### config.mk
export PLATFORM = sky130hd
export DESIGN_NAME = branch_predictor
export DESIGN_NICKNAME = d
export VERILOG_FILES = /design/src/rtl/branch_predictor_pkg.sv /design/src/rtl/branch_predictor_init_walker.sv /design/src/rtl/branch_predictor.sv
export SDC_FILE = /design/constraint.sdc
export NUM_CORES = 2
export LEC_CHECK = 0
export CAP_MARGIN = 20
export CORE_MARGIN = 2
export CORE_UTILIZATION = 40
export DETAILED_ROUTE_END_ITERATION = 6
export HOLD_SLACK_MARGIN = 0.08
export PLACE_DENSITY = 0.57
export SYNTH_ARGS = -nofsm -noshare
export SYNTH_HDL_FRONTEND = slang
export SYNTH_HIERARCHICAL = 1
export SYNTH_SLANG_ARGS = --single-unit
export TNS_END_PERCENT = 1
### constraint.sdc
create_clock -name clk -period 38.2 [get_ports clk]
set_input_delay 7.64 -clock clk [delete_from_list [all_inputs] [get_ports clk]]
set_output_delay 7.64 -clock clk [all_outputs]
set_load 0.05 [all_outputs]
### src/rtl/branch_predictor_pkg.sv
// Shared definitions for the branch predictor: walker state encoding, counter
// initial value and the parameter legality rule.
package branch_predictor_pkg;

    typedef enum logic [0:0] {
        BP_INIT  = 1'b0,
        BP_READY = 1'b1
    } bp_state_e;

    function automatic int bp_max(input int a, input int b);
        return (a > b) ? a : b;
    endfunction

    // Weakly not-taken: all ones below the MSB.
    function automatic logic [3:0] bp_ctr_init(input int w);
        return 4'((32'd1 << (w - 1)) - 32'd1);
    endfunction

    function automatic logic bp_params_ok(input int ghr_width, input int pht_bits,
                                          input int ctr_width);
        return (ghr_width >= 0) && (ghr_width <= pht_bits) &&
               (ctr_width >= 1) && (ctr_width <= 4);
    endfunction

endpackage

### src/rtl/branch_predictor_init_walker.sv
// Table-initialisation walker: sweeps every PHT/BTB index once after reset or
// flush and raises ready when the sweep completes.
module branch_predictor_init_walker
    import branch_predictor_pkg::*;
#(
    parameter int PHT_INDEX_BITS = 8,
    parameter int BTB_INDEX_BITS = 6,
    localparam int IDX_BITS = bp_max(PHT_INDEX_BITS, BTB_INDEX_BITS)
) (
    input  logic                clk,
    input  logic                rst_n,
    input  logic                flush_req,
    output logic                ready,
    output logic                pht_clr_en,
    output logic                btb_clr_en,
    output logic [IDX_BITS-1:0] clr_idx
);

    localparam logic [IDX_BITS-1:0] IDX_LAST = '1;

    bp_state_e           state_r;
    logic [IDX_BITS-1:0] idx_r;
    logic                ready_r;
    logic                walking_s;

    // Walker FSM: INIT sweeps idx, READY waits for a flush.
    always_ff @(posedge clk or negedge rst_n) begin
        if (!rst_n) begin
            state_r <= BP_INIT;
            idx_r   <= '0;
            ready_r <= 1'b0;
        end else begin
            case (state_r)
                BP_INIT: begin
                    if (flush_req) begin
                        idx_r <= '0;
                    end else if (idx_r == IDX_LAST) begin
                        state_r <= BP_READY;
                        ready_r <= 1'b1;
                        idx_r   <= '0;
                    end else begin
                        idx_r <= idx_r + IDX_BITS'(1'b1);
                    end
                end
                BP_READY: begin
                    if (flush_req) begin
                        state_r <= BP_INIT;
                        ready_r <= 1'b0;
                        idx_r   <= '0;
                    end
                end
                default: begin
                    state_r <= BP_INIT;
                    ready_r <= 1'b0;
                    idx_r   <= '0;
                end
            endcase
        end
    end

    assign walking_s = (state_r == BP_INIT);
    assign ready     = ready_r;
    assign clr_idx   = idx_r;

    // The smaller table only takes writes while the upper idx bits are zero.
    if (PHT_INDEX_BITS == IDX_BITS) begin : g_pht_full
        assign pht_clr_en = walking_s;
    end else begin : g_pht_part
        assign pht_clr_en = walking_s && (idx_r[IDX_BITS-1:PHT_INDEX_BITS] == '0);
    end

    if (BTB_INDEX_BITS == IDX_BITS) begin : g_btb_full
        assign btb_clr_en = walking_s;
    end else begin : g_btb_part
        assign btb_clr_en = walking_s && (idx_r[IDX_BITS-1:BTB_INDEX_BITS] == '0);
    end

endmodule

### src/rtl/branch_predictor.sv
// Fetch-stage direction/target predictor: tagged BTB plus gshare (or bimodal)
// PHT of saturating counters, cleared by a sequential walker.
module branch_predictor
    import branch_predictor_pkg::*;
#(
    parameter int ADDR_WIDTH     = 32,
    parameter int ALIGN_BITS     = 2,
    parameter int PHT_INDEX_BITS = 8,
    parameter int BTB_INDEX_BITS = 6,
    parameter int TAG_WIDTH      = 8,
    parameter int CTR_WIDTH      = 2,
    parameter int GHR_WIDTH      = 8
) (
    input  logic                  clk,
    input  logic                  rst_n,
    input  logic                  flush_req,
    output logic                  ready,
    input  logic [ADDR_WIDTH-1:0] cur_pc,
    output logic                  pred_taken,
    output logic                  pred_hit,
    output logic [ADDR_WIDTH-1:0] pred_target,
    input  logic                  upd_valid,
    input  logic [ADDR_WIDTH-1:0] upd_pc,
    input  logic                  upd_taken,
    input  logic [ADDR_WIDTH-1:0] upd_target
);

    localparam int PHT_SIZE = 1 << PHT_INDEX_BITS;
    localparam int BTB_SIZE = 1 << BTB_INDEX_BITS;
    localparam int IDX_BITS = bp_max(PHT_INDEX_BITS, BTB_INDEX_BITS);
    localparam int GHR_W    = (GHR_WIDTH > 0) ? GHR_WIDTH : 1;
    localparam int TAG_LSB  = ALIGN_BITS + BTB_INDEX_BITS;
    localparam logic [CTR_WIDTH-1:0] CTR_MAX  = '1;
    localparam logic [CTR_WIDTH-1:0] CTR_INIT = CTR_WIDTH'(bp_ctr_init(CTR_WIDTH));

    if (!bp_params_ok(GHR_WIDTH, PHT_INDEX_BITS, CTR_WIDTH)) begin : g_param_check
        $error("branch_predictor: GHR_WIDTH must be <= PHT_INDEX_BITS and CTR_WIDTH in 1..4");
    end

    logic [CTR_WIDTH-1:0]      pht_r       [PHT_SIZE];
    logic                      btb_valid_r [BTB_SIZE];
    logic [TAG_WIDTH-1:0]      btb_tag_r   [BTB_SIZE];
    logic [ADDR_WIDTH-1:0]     btb_tgt_r   [BTB_SIZE];
    logic [GHR_W-1:0]          ghr_r;

    logic                      pht_clr_en_s;
    logic                      btb_clr_en_s;
    logic [IDX_BITS-1:0]       clr_idx_s;
    logic [PHT_INDEX_BITS-1:0] ghr_ext_s;
    logic [PHT_INDEX_BITS-1:0] lk_pht_idx_s;
    logic [BTB_INDEX_BITS-1:0] lk_btb_idx_s;
    logic [TAG_WIDTH-1:0]      lk_tag_s;
    logic [PHT_INDEX_BITS-1:0] up_pht_idx_s;
    logic [BTB_INDEX_BITS-1:0] up_btb_idx_s;
    logic [TAG_WIDTH-1:0]      up_tag_s;
    logic                      up_en_s;
    logic [CTR_WIDTH-1:0]      up_ctr_s;
    logic [CTR_WIDTH-1:0]      up_ctr_next_s;
    logic                      hit_s;
    logic                      taken_s;
    logic                      pc_unused_s;

    branch_predictor_init_walker #(
        .PHT_INDEX_BITS (PHT_INDEX_BITS),
        .BTB_INDEX_BITS (BTB_INDEX_BITS)
    ) u_walker (
        .clk        (clk),
        .rst_n      (rst_n),
        .flush_req  (flush_req),
        .ready      (ready),
        .pht_clr_en (pht_clr_en_s),
        .btb_clr_en (btb_clr_en_s),
        .clr_idx    (clr_idx_s)
    );

    if (GHR_WIDTH == 0) begin : g_bimodal
        assign ghr_ext_s = '0;
    end else if (GHR_WIDTH == PHT_INDEX_BITS) begin : g_gshare_full
        assign ghr_ext_s = ghr_r;
    end else begin : g_gshare_part
        assign ghr_ext_s = {{(PHT_INDEX_BITS - GHR_W){1'b0}}, ghr_r};
    end

    assign lk_pht_idx_s = cur_pc[ALIGN_BITS +: PHT_INDEX_BITS] ^ ghr_ext_s;
    assign lk_btb_idx_s = cur_pc[ALIGN_BITS +: BTB_INDEX_BITS];
    assign lk_tag_s     = cur_pc[TAG_LSB +: TAG_WIDTH];
    assign up_pht_idx_s = upd_pc[ALIGN_BITS +: PHT_INDEX_BITS] ^ ghr_ext_s;
    assign up_btb_idx_s = upd_pc[ALIGN_BITS +: BTB_INDEX_BITS];
    assign up_tag_s     = upd_pc[TAG_LSB +: TAG_WIDTH];
    assign pc_unused_s  = ^{upd_pc, clr_idx_s, ghr_r};

    // Flush takes priority over a same-cycle update.
    assign up_en_s = upd_valid && ready && !flush_req;

    // Combinational lookup; a not-ready predictor always falls through.
    always_comb begin
        hit_s   = 1'b0;
        taken_s = 1'b0;
        if (ready) begin
            hit_s   = btb_valid_r[lk_btb_idx_s] && (btb_tag_r[lk_btb_idx_s] == lk_tag_s);
            taken_s = pht_r[lk_pht_idx_s][CTR_WIDTH-1] && hit_s;
        end else begin
            hit_s   = 1'b0;
            taken_s = 1'b0;
        end
        pred_hit    = hit_s;
        pred_taken  = taken_s;
        pred_target = taken_s ? btb_tgt_r[lk_btb_idx_s] : (cur_pc + ADDR_WIDTH'(32'd4));
    end

    // Saturating counter step for the resolved branch.
    always_comb begin
        up_ctr_s      = pht_r[up_pht_idx_s];
        up_ctr_next_s = up_ctr_s;
        if (upd_taken) begin
            if (up_ctr_s == CTR_MAX) begin
                up_ctr_next_s = up_ctr_s;
            end else begin
                up_ctr_next_s = up_ctr_s + CTR_WIDTH'(1'b1);
            end
        end else begin
            if (up_ctr_s == '0) begin
                up_ctr_next_s = up_ctr_s;
            end else begin
                up_ctr_next_s = up_ctr_s - CTR_WIDTH'(1'b1);
            end
        end
    end

    // Table write ports (no reset so they map onto RAM); walker clears win.
    always_ff @(posedge clk) begin
        if (pht_clr_en_s) begin
            pht_r[clr_idx_s[PHT_INDEX_BITS-1:0]] <= CTR_INIT;
        end else if (up_en_s) begin
            pht_r[up_pht_idx_s] <= up_ctr_next_s;
        end
        if (btb_clr_en_s) begin
            btb_valid_r[clr_idx_s[BTB_INDEX_BITS-1:0]] <= 1'b0;
        end else if (up_en_s && upd_taken) begin
            btb_valid_r[up_btb_idx_s] <= 1'b1;
            btb_tag_r[up_btb_idx_s]   <= up_tag_s;
            btb_tgt_r[up_btb_idx_s]   <= upd_target;
        end
    end

    // Global history: held at zero outside READY, shifts on each update.
    always_ff @(posedge clk or negedge rst_n) begin
        if (!rst_n) begin
            ghr_r <= '0;
        end else if ((GHR_WIDTH == 0) || !ready || flush_req) begin
            ghr_r <= '0;
        end else if (up_en_s) begin
            ghr_r <= (ghr_r << 1) | GHR_W'(upd_taken);
        end
    end

endmodule

# Yosys cells after proc, flatten, opt, wreduce, memory -nomap -nowiden
# Memory sizes are Yosys's and may differ from the RTL's.
# Index checks and enable logic that the tools add are counted.
[totals] reg_bits=18 ramBits=3136 inputBits=101 out_inout_bits=35 wordCells=72 mem_count=4
[memory_table] name="btb_tgt_r" words=64 word_bits=32 rd=1 rd_clocked_by_memory_dff=0 write_ports=1 line="branch_predictor.sv:43" text="logic [ADDR_WIDTH-1:0] btb_tgt_r [BTB_SIZE];"
[memory_table] name="btb_tag_r" words=64 word_bits=8 rd=1 rd_clocked_by_memory_dff=0 write_ports=1 line="branch_predictor.sv:42" text="logic [TAG_WIDTH-1:0] btb_tag_r [BTB_SIZE];"
[memory_table] name="pht_r" words=256 word_bits=2 rd=2 rd_clocked_by_memory_dff=0 write_ports=1 line="branch_predictor.sv:40" text="logic [CTR_WIDTH-1:0] pht_r [PHT_SIZE];"
[memory_table] name="btb_valid_r" words=64 word_bits=1 rd=1 rd_clocked_by_memory_dff=0 write_ports=1 line="branch_predictor.sv:41" text="logic btb_valid_r [BTB_SIZE];"
[op_classes] addsub=4 eq_ne=6 n_mux=35 bitwise_logic=4 n_reduce_logical=15
[ops] cell="two-way mux 8 bit" n=6
[ops] cell="adder 32 x 3 -> 32 bit, second input constant" n=1
[ops] cell="two-way mux 32 bit" n=1
[ops] cell="two-way mux 1 bit" n=20
[ops] cell="case mux 8 bit (2 select lines)" n=1
[ops] cell="bitwise XOR 8 bit" n=2
[ops] cell="adder 8 x 1 -> 8 bit, second input constant" n=1
[ops] cell="equality test 8 bit" n=1
[ops] cell="equality test 8 bit, second input constant" n=1
[ops] cell="two-way mux 2 bit" n=4
[ops] cell="OR 8 x 1 -> 8 bit" n=1
[ops] cell="logical AND 1 bit" n=6
[ops] cell="two-way mux 6 bit" n=1
[ops] cell="inequality test 2 bit, second input constant" n=3
[ops] cell="logical NOT 2 bit" n=2
[ops] cell="case mux 1 bit (2 select lines)" n=2
[ops] cell="AND reduction 3 bit" n=1
[ops] cell="adder 2 x 1 -> 2 bit, second input constant" n=1
[ops] cell="equality test 2 bit, second input constant" n=1
[ops] cell="logical NOT 1 bit" n=2
[ops] cell="nonzero test 2 bit" n=1
[ops] cell="OR reduction 2 bit" n=1
[ops] cell="subtractor 2 x 1 -> 2 bit, second input constant" n=1
[ops] cell="logical OR 1 bit" n=1
[ops] cell="2 further kinds" n=2

# Depth between registers and ports, before layout
[depth] depth_word=8 ltp_mapped=16 depth_no_buf=9

# Modules after synthesis
# The synthesis kept the hierarchy.
[by_module_without_submodules] module="branch_predictor" instances=1 cells_per_inst=5717 area_each_um2=125256.4 seq_area_each_um2=94370.5
[by_module_without_submodules] module="branch_predictor_init_walker" instances=1 cells_per_inst=52 area_each_um2=526.8 seq_area_each_um2=250.2

# Worst setup path before layout
# No wires, ideal clock.
[synth_timing] path_type="input port to flip-flop" from="input port upd_pc[2]" to="memory pht_r[0][0], data pin" setup_ns=2.187 arrival_ns=19.960 t_required_ns=36.013 setup_slack_ns=16.053 cell_stages=12 path_buffers=3 cell_sequence="buf_2 -> xor2_2 -> buf_2 -> buf_2 -> mux4_2 -> mux2i_1 -> o221ai_1 -> a31oi_1 -> nand3_1 -> nand4_1 -> a21oi_1 -> o21ai_0"
[synth_via] elab_chain_len=6 word_cells_on_any_way=10 cone_classes="add/sub (2); eq/ne (1); mux (4); bitwise (1); reduce/logical (1); memory (1)"
[synth_lines] item="from (decl)" line="branch_predictor.sv:23" text="input logic [ADDR_WIDTH-1:0] upd_pc,"
[synth_lines] item="bitwise XOR 8 bit *" line="branch_predictor.sv:87" text="assign up_pht_idx_s = upd_pc[ALIGN_BITS +: PHT_INDEX_BITS] ^ ghr_ext_s;"
[synth_lines] item="memory (256 x 2 bit) *"
[synth_lines] item="subtractor 2 x 1 -> 2 bit (tied with other cells)" line="branch_predictor.sv:125" text="up_ctr_next_s = up_ctr_s - CTR_WIDTH'(1'b1);"
[synth_lines] item="two-way mux 2 bit (on tied branches)" line="branch_predictor.sv:122, branch_predictor.sv:116"
[synth_lines] item="two-way mux 2 bit *" line="branch_predictor.sv:115" text="if (upd_taken) begin"
[synth_lines] item="two-way mux 2 bit (no source line) *"
[synth_lines] item="to (decl)" line="branch_predictor.sv:40"
# Every way passes the cells marked *; elsewhere a longest branch is shown, timed or not.

# Worst setup path in the final report
[layout_timing] from="input port cur_pc[3]" to="output port pred_target[2]"
[layout_via] elab_chain_len=6 word_cells_on_any_way=10 cone_classes="eq/ne (1); mux (2); bitwise (1); reduce/logical (2); memory (4)"
[layout_lines] item="from (decl)" line="branch_predictor.sv:18" text="input logic [ADDR_WIDTH-1:0] cur_pc,"
[layout_lines] item="memory (64 x 8 bit)"
[layout_lines] item="equality test 8 bit" line="branch_predictor.sv:100" text="hit_s = btb_valid_r[lk_btb_idx_s] && (btb_tag_r[lk_btb_idx_s] == lk_tag_s);"
[layout_lines] item="logical AND 1 bit" line="branch_predictor.sv:100"
[layout_lines] item="logical AND 1 bit" line="branch_predictor.sv:101" text="taken_s = pht_r[lk_pht_idx_s][CTR_WIDTH-1] && hit_s;"
[layout_lines] item="two-way mux 1 bit" line="branch_predictor.sv:99" text="if (ready) begin"
[layout_lines] item="two-way mux 32 bit *" line="branch_predictor.sv:108" text="pred_target = taken_s ? btb_tgt_r[lk_btb_idx_s] : (cur_pc + ADDR_WIDTH'(32'd4));"
[layout_lines] item="to (decl)" line="branch_predictor.sv:21" text="output logic [ADDR_WIDTH-1:0] pred_target,"
# Marks and branches as above.

==> flow_summary.rst <==
.. list-table::
   :header-rows: 1

   * - Metric
     - Value
   * - Origin of the worst setup path
     - cur_pc[3]
   * - Nets
     - 6187
   * - Class of the tightest hold or removal check
     - reg2reg
   * - Clock period minus worst slack
     - 23.45 ns
   * - Outcome
     - completed
   * - Half-perimeter wire length after placement
     - 194000 µm
   * - Post-CTS resize count
     - 0
   * - Detailed router's first-iteration violation count
     - 9109
   * - Post-route setup TNS
     - 0 ns
   * - Syn nets
     - 5872
   * - Post-Route Utilization
     - 45.9%
   * - Clk slew on worst S/H paths
     - 0.05 ns
   * - Area of the mapped netlist
     - 126000 µm²
   * - Area share of the largest cell type after synthesis
     - 74.9%
   * - Leading cell type in the layout, fill and taps excluded
     - sky130_fd_sc_hd__edfxtp_1
   * - Quantity of hold-fixing buffers added after cts
     - 0
   * - Clock sink total
     - 3154
   * - Count of vias placed by the detailed router
     - 63600
   * - Total power of the final layout
     - 7320 µW
   * - Total clock buffers created by CTS
     - 340
   * - Proportion of power drawn by the clock network
     - 43.5%
   * - Post-synth EDFFs
     - 3136
   * - Power density over cell area
     - 51.0 nW/µm²
   * - H-tree depth
     - 5
   * - Initial antenna violation count
     - 36
   * - Largest vdd supply drop
     - 35.9 µV
   * - Maximum clock path buffer count
     - 4
   * - RSZ-0062 raised after global routing
     - false
   * - Number of buffers inserted by port buffering
     - 117
   * - Number of global-route vias before repair
     - 64000
   * - Drt total wl
     - 358000 µm
   * - Number of hold-slack violations in the final timing report
     - 0
   * - Top_reg_cell synth
     - sky130_fd_sc_hd__edfxtp_1
   * - Total congestion overflow after global routing
     - 0
   * - Mean area per synthesized cell
     - 21.8 µm²
   * - Signed area change from the synthesized netlist to the final layout
     - 14.0%
   * - Maximum number of pins on one net before global-route repair
     - 139
   * - Crit. End Element
     - output pin
   * - Startpoint-to-endpoint class of the critical path
     - in2out
   * - Transition time of the tightest slew-check pin
     - 1.22 ns
   * - Post-Synthesis Cells
     - 5769
   * - Layout cells sized above 1
     - 28.6%
   * - Number of distinct library cells after synthesis
     - 79
   * - First-pass iteration count of the detailed router
     - 6
   * - Post-placement worst setup slack
     - 14.73 ns
   * - FF-to-FF Start
     - ghr_ext_s[0]$_DFFE_PN0P_
   * - Setup clock skew after layout
     - 0.0378 ns
   * - Cells taking the most area after synthesis
     - sky130_fd_sc_hd__edfxtp_1, sky130_fd_sc_hd__mux4_2, sky130_fd_sc_hd__nor2_1, sky130_fd_sc_hd__nand2_1, sky130_fd_sc_hd__mux2i_1
   * - RePlAce Congestion
     - 0.798
   * - Highest fanout seen on the critical path
     - 57
   * - Fin Hold WS
     - 0.613 ns
   * - Top-Level Pins
     - 136
   * - Data required time of the worst path
     - 30.56 ns
   * - CP Capture Point
     - pred_target[2]
   * - Post-synth ARST share
     - 0.571%
   * - Wire length per cell after detailed routing
     - 34.1 µm
   * - Floorplan die area
     - 319000 µm²
   * - Setup violation total in the final timing report
     - 0
   * - Static leakage
     - 0.0452 µW
   * - GRT Total Usage
     - 22.3%
   * - First-pass GRT wire length
     - 498000 µm
   * - DR DRC count
     - 0
   * - Die width
     - 565 µm
   * - Clock latency at the later pin of the worst-skew pair
     - 0.93 ns
   * - Critical path launch point type
     - input pin
   * - Switching Share
     - 21.6%
   * - Core region area
     - 312000 µm²
   * - Vertical die dimension
     - 565 µm
   * - Part of the power in combinational logic
     - 4.6%
   * - Clock root cell
     - sky130_fd_sc_hd__clkbuf_16
   * - Number of setup buffers added after CTS
     - 0
   * - Worst-case register-to-register setup slack
     - 31.18 ns
   * - Crit Reg-Reg Endpoint
     - pht_r[64][1]$_DFFE_PP_
   * - Vias per std cell
     - 6.05
   * - Sequential group share of total power
     - 51.9%
   * - Warning count from the yosys run
     - 6
   * - Fin. max-slew vios
     - 0
   * - Tcrit/Tclk final
     - 61.4%
   * - Worst R2R Path Depth
     - 13
   * - Post-layout worst setup margin
     - 14.75 ns
   * - Max-cap check violation count
     - 0
   * - Most used cells in the layout excluding fill and tap cells
     - sky130_fd_sc_hd__edfxtp_1, sky130_fd_sc_hd__mux4_2, sky130_fd_sc_hd__nor2_1
   * - Flip-flop and latch count after synthesis
     - 3154
   * - Sequential-to-total area share from yosys stat
     - 75.2%
   * - Tightest slew margin relative to the limit
     - 19.0%
   * - Net switching power
     - 1580 µW
   * - Highest clock frequency the design can meet
     - 42.6 MHz
   * - Std cell rows
     - 205
   * - Clock tree from TritonCTS
     - built
   * - Starting density of the core
     - 40.3%
   * - Worst Path Arrival
     - 15.81 ns
   * - Leading area contributor after synthesis
     - sky130_fd_sc_hd__edfxtp_1
   * - Remaining antenna violation count after routing
     - 0
   * - Pint
     - 5740 µW
[sequential cells by signal, indices dropped and copies added, names as in the netlist]
signal	count
u_walker/state_r	1
ghr_ext_s	8
btb_tag_r	512
u_walker/clr_idx	8
btb_tgt_r	2048
btb_valid_r	64
pht_r	512
u_walker/ready	1
[area by class of cell]
cell class,count,area [µm²]
diodes,10,25.0
clock buffers,413,8870
clock inverters,205,1820
fillers,26100,169000
inverters,8,40.0
multi-input cells,2279,30300
flip-flops and latches,3154,94600
well taps,4140,5180
repair buffers,301,2570
[worst max-delay path: stages]
cell                              delay [ns]
sky130_fd_sc_hd__buf_8                  0.37
sky130_fd_sc_hd__buf_4                  0.82
sky130_fd_sc_hd__buf_4                  0.90
sky130_fd_sc_hd__buf_4                  0.81
sky130_fd_sc_hd__mux4_2                 0.60
sky130_fd_sc_hd__nand2_1                0.11
sky130_fd_sc_hd__a21oi_1                0.09
sky130_fd_sc_hd__o41ai_1                0.40
sky130_fd_sc_hd__nor4_1                 0.09
sky130_fd_sc_hd__nand4b_1               0.29
sky130_fd_sc_hd__nor4_2                 0.88
sky130_fd_sc_hd__o31a_2                 0.29
sky130_fd_sc_hd__buf_4                  0.69
sky130_fd_sc_hd__mux2i_1                0.66
sky130_fd_sc_hd__clkdlybuf4s50_1        0.94
[metal layers]
layer | GRT usage [%] | up-vias | part of all wire (%)
met5 | 0 | - | 0.018
met4 | 6.25 | 10 | 2.7
met3 | 4.23 | 555 | 9.4
met2 | 34.4 | 3177 | 46
met1 | 32.5 | 34900 | 41
li1 | - | 25000 | -
[stage by stage]
step                instances  cell area (µm²)
global route            10500           143000
CTS                     10500           143000
global placement         9871           132000
finish                  10500           143000
floorplan                5769           126000
detailed placement       9877           133000
[logic make-up (layout without fill, tap and decap cells)]
group / count (synthesis) / in the layout / share of synthesized area, %
adders and majority gates: 3 / 3 / 0.0278
muxes: 1118 / 1118 / 18.9
other: 0 / 10 / 0
xor gates and xnor gates: 58 / 58 / 0.410
buffers and inverters: 336 / 927 / 1.26
and+or+nand+nor: 888 / 888 / 3.03
AOI/OAI and AO/OA: 212 / 212 / 1.18
DFF: 3154 / 3154 / 75.2
[worst min path at each step]
stage / from / endpoint / slack (ns) / cells past startpoint
finish: ghr_ext_s[6]$_DFFE_PN0P_ / ghr_ext_s[6]$_DFFE_PN0P_ / 0.61 / 2
CTS: ghr_ext_s[6]$_DFFE_PN0P_ / ghr_ext_s[6]$_DFFE_PN0P_ / 0.62 / 2
floorplan: u_walker/clr_idx[6]$_DFFE_PN0P_ / u_walker/clr_idx[6]$_DFFE_PN0P_ / 0.55 / 2
global placement: ghr_ext_s[6]$_DFFE_PN0P_ / ghr_ext_s[6]$_DFFE_PN0P_ / 0.59 / 2
global route: ghr_ext_s[6]$_DFFE_PN0P_ / ghr_ext_s[6]$_DFFE_PN0P_ / 0.65 / 2
detailed placement: ghr_ext_s[6]$_DFFE_PN0P_ / ghr_ext_s[6]$_DFFE_PN0P_ / 0.61 / 2
[cell usage after synthesis, types with 6 or more instances]
| library cell | count |
|---|---|
| sky130_fd_sc_hd__edfxtp_1 | 3136 |
| sky130_fd_sc_hd__mux4_2 | 980 |
| sky130_fd_sc_hd__nor2_1 | 449 |
| sky130_fd_sc_hd__nand2_1 | 219 |
| sky130_fd_sc_hd__clkbuf_1 | 134 |
| sky130_fd_sc_hd__buf_2 | 114 |
| sky130_fd_sc_hd__nand3_1 | 87 |
| sky130_fd_sc_hd__mux2i_1 | 77 |
| sky130_fd_sc_hd__buf_1 | 53 |
| sky130_fd_sc_hd__a22oi_1 | 44 |
| sky130_fd_sc_hd__xnor2_1 | 36 |
| sky130_fd_sc_hd__a21oi_1 | 33 |
| sky130_fd_sc_hd__mux2_4 | 28 |
| sky130_fd_sc_hd__mux2_2 | 27 |
| sky130_fd_sc_hd__o21ai_0 | 26 |
| sky130_fd_sc_hd__nor3_1 | 22 |
| sky130_fd_sc_hd__xor2_1 | 21 |
| sky130_fd_sc_hd__dfrtp_1 | 18 |
| sky130_fd_sc_hd__nand4_1 | 18 |
| sky130_fd_sc_hd__nor2b_1 | 18 |
| sky130_fd_sc_hd__buf_4 | 15 |
| sky130_fd_sc_hd__a31oi_1 | 13 |
| sky130_fd_sc_hd__and3_1 | 12 |
| sky130_fd_sc_hd__nand2b_1 | 11 |
| sky130_fd_sc_hd__o22ai_1 | 10 |
| sky130_fd_sc_hd__nand3b_1 | 9 |
| sky130_fd_sc_hd__o31ai_1 | 9 |
| sky130_fd_sc_hd__a22o_1 | 8 |
| sky130_fd_sc_hd__a21o_1 | 7 |
| sky130_fd_sc_hd__buf_6 | 7 |
| sky130_fd_sc_hd__inv_1 | 7 |
| sky130_fd_sc_hd__a211oi_1 | 6 |
| sky130_fd_sc_hd__mux4_1 | 6 |
| sky130_fd_sc_hd__or3_1 | 6 |
[power by group through the flow]
stage	logic (µW)	clock network, µW	registers, µW
after floorplan	204	0	3870
after detailed placement	340	0	3870
final	339	3180	3800
after global routing	358	3360	3800
after CTS	340	3230	3800
after global placement	336	0	3870
No activity file was read; power rests on OpenSTA's default activity.
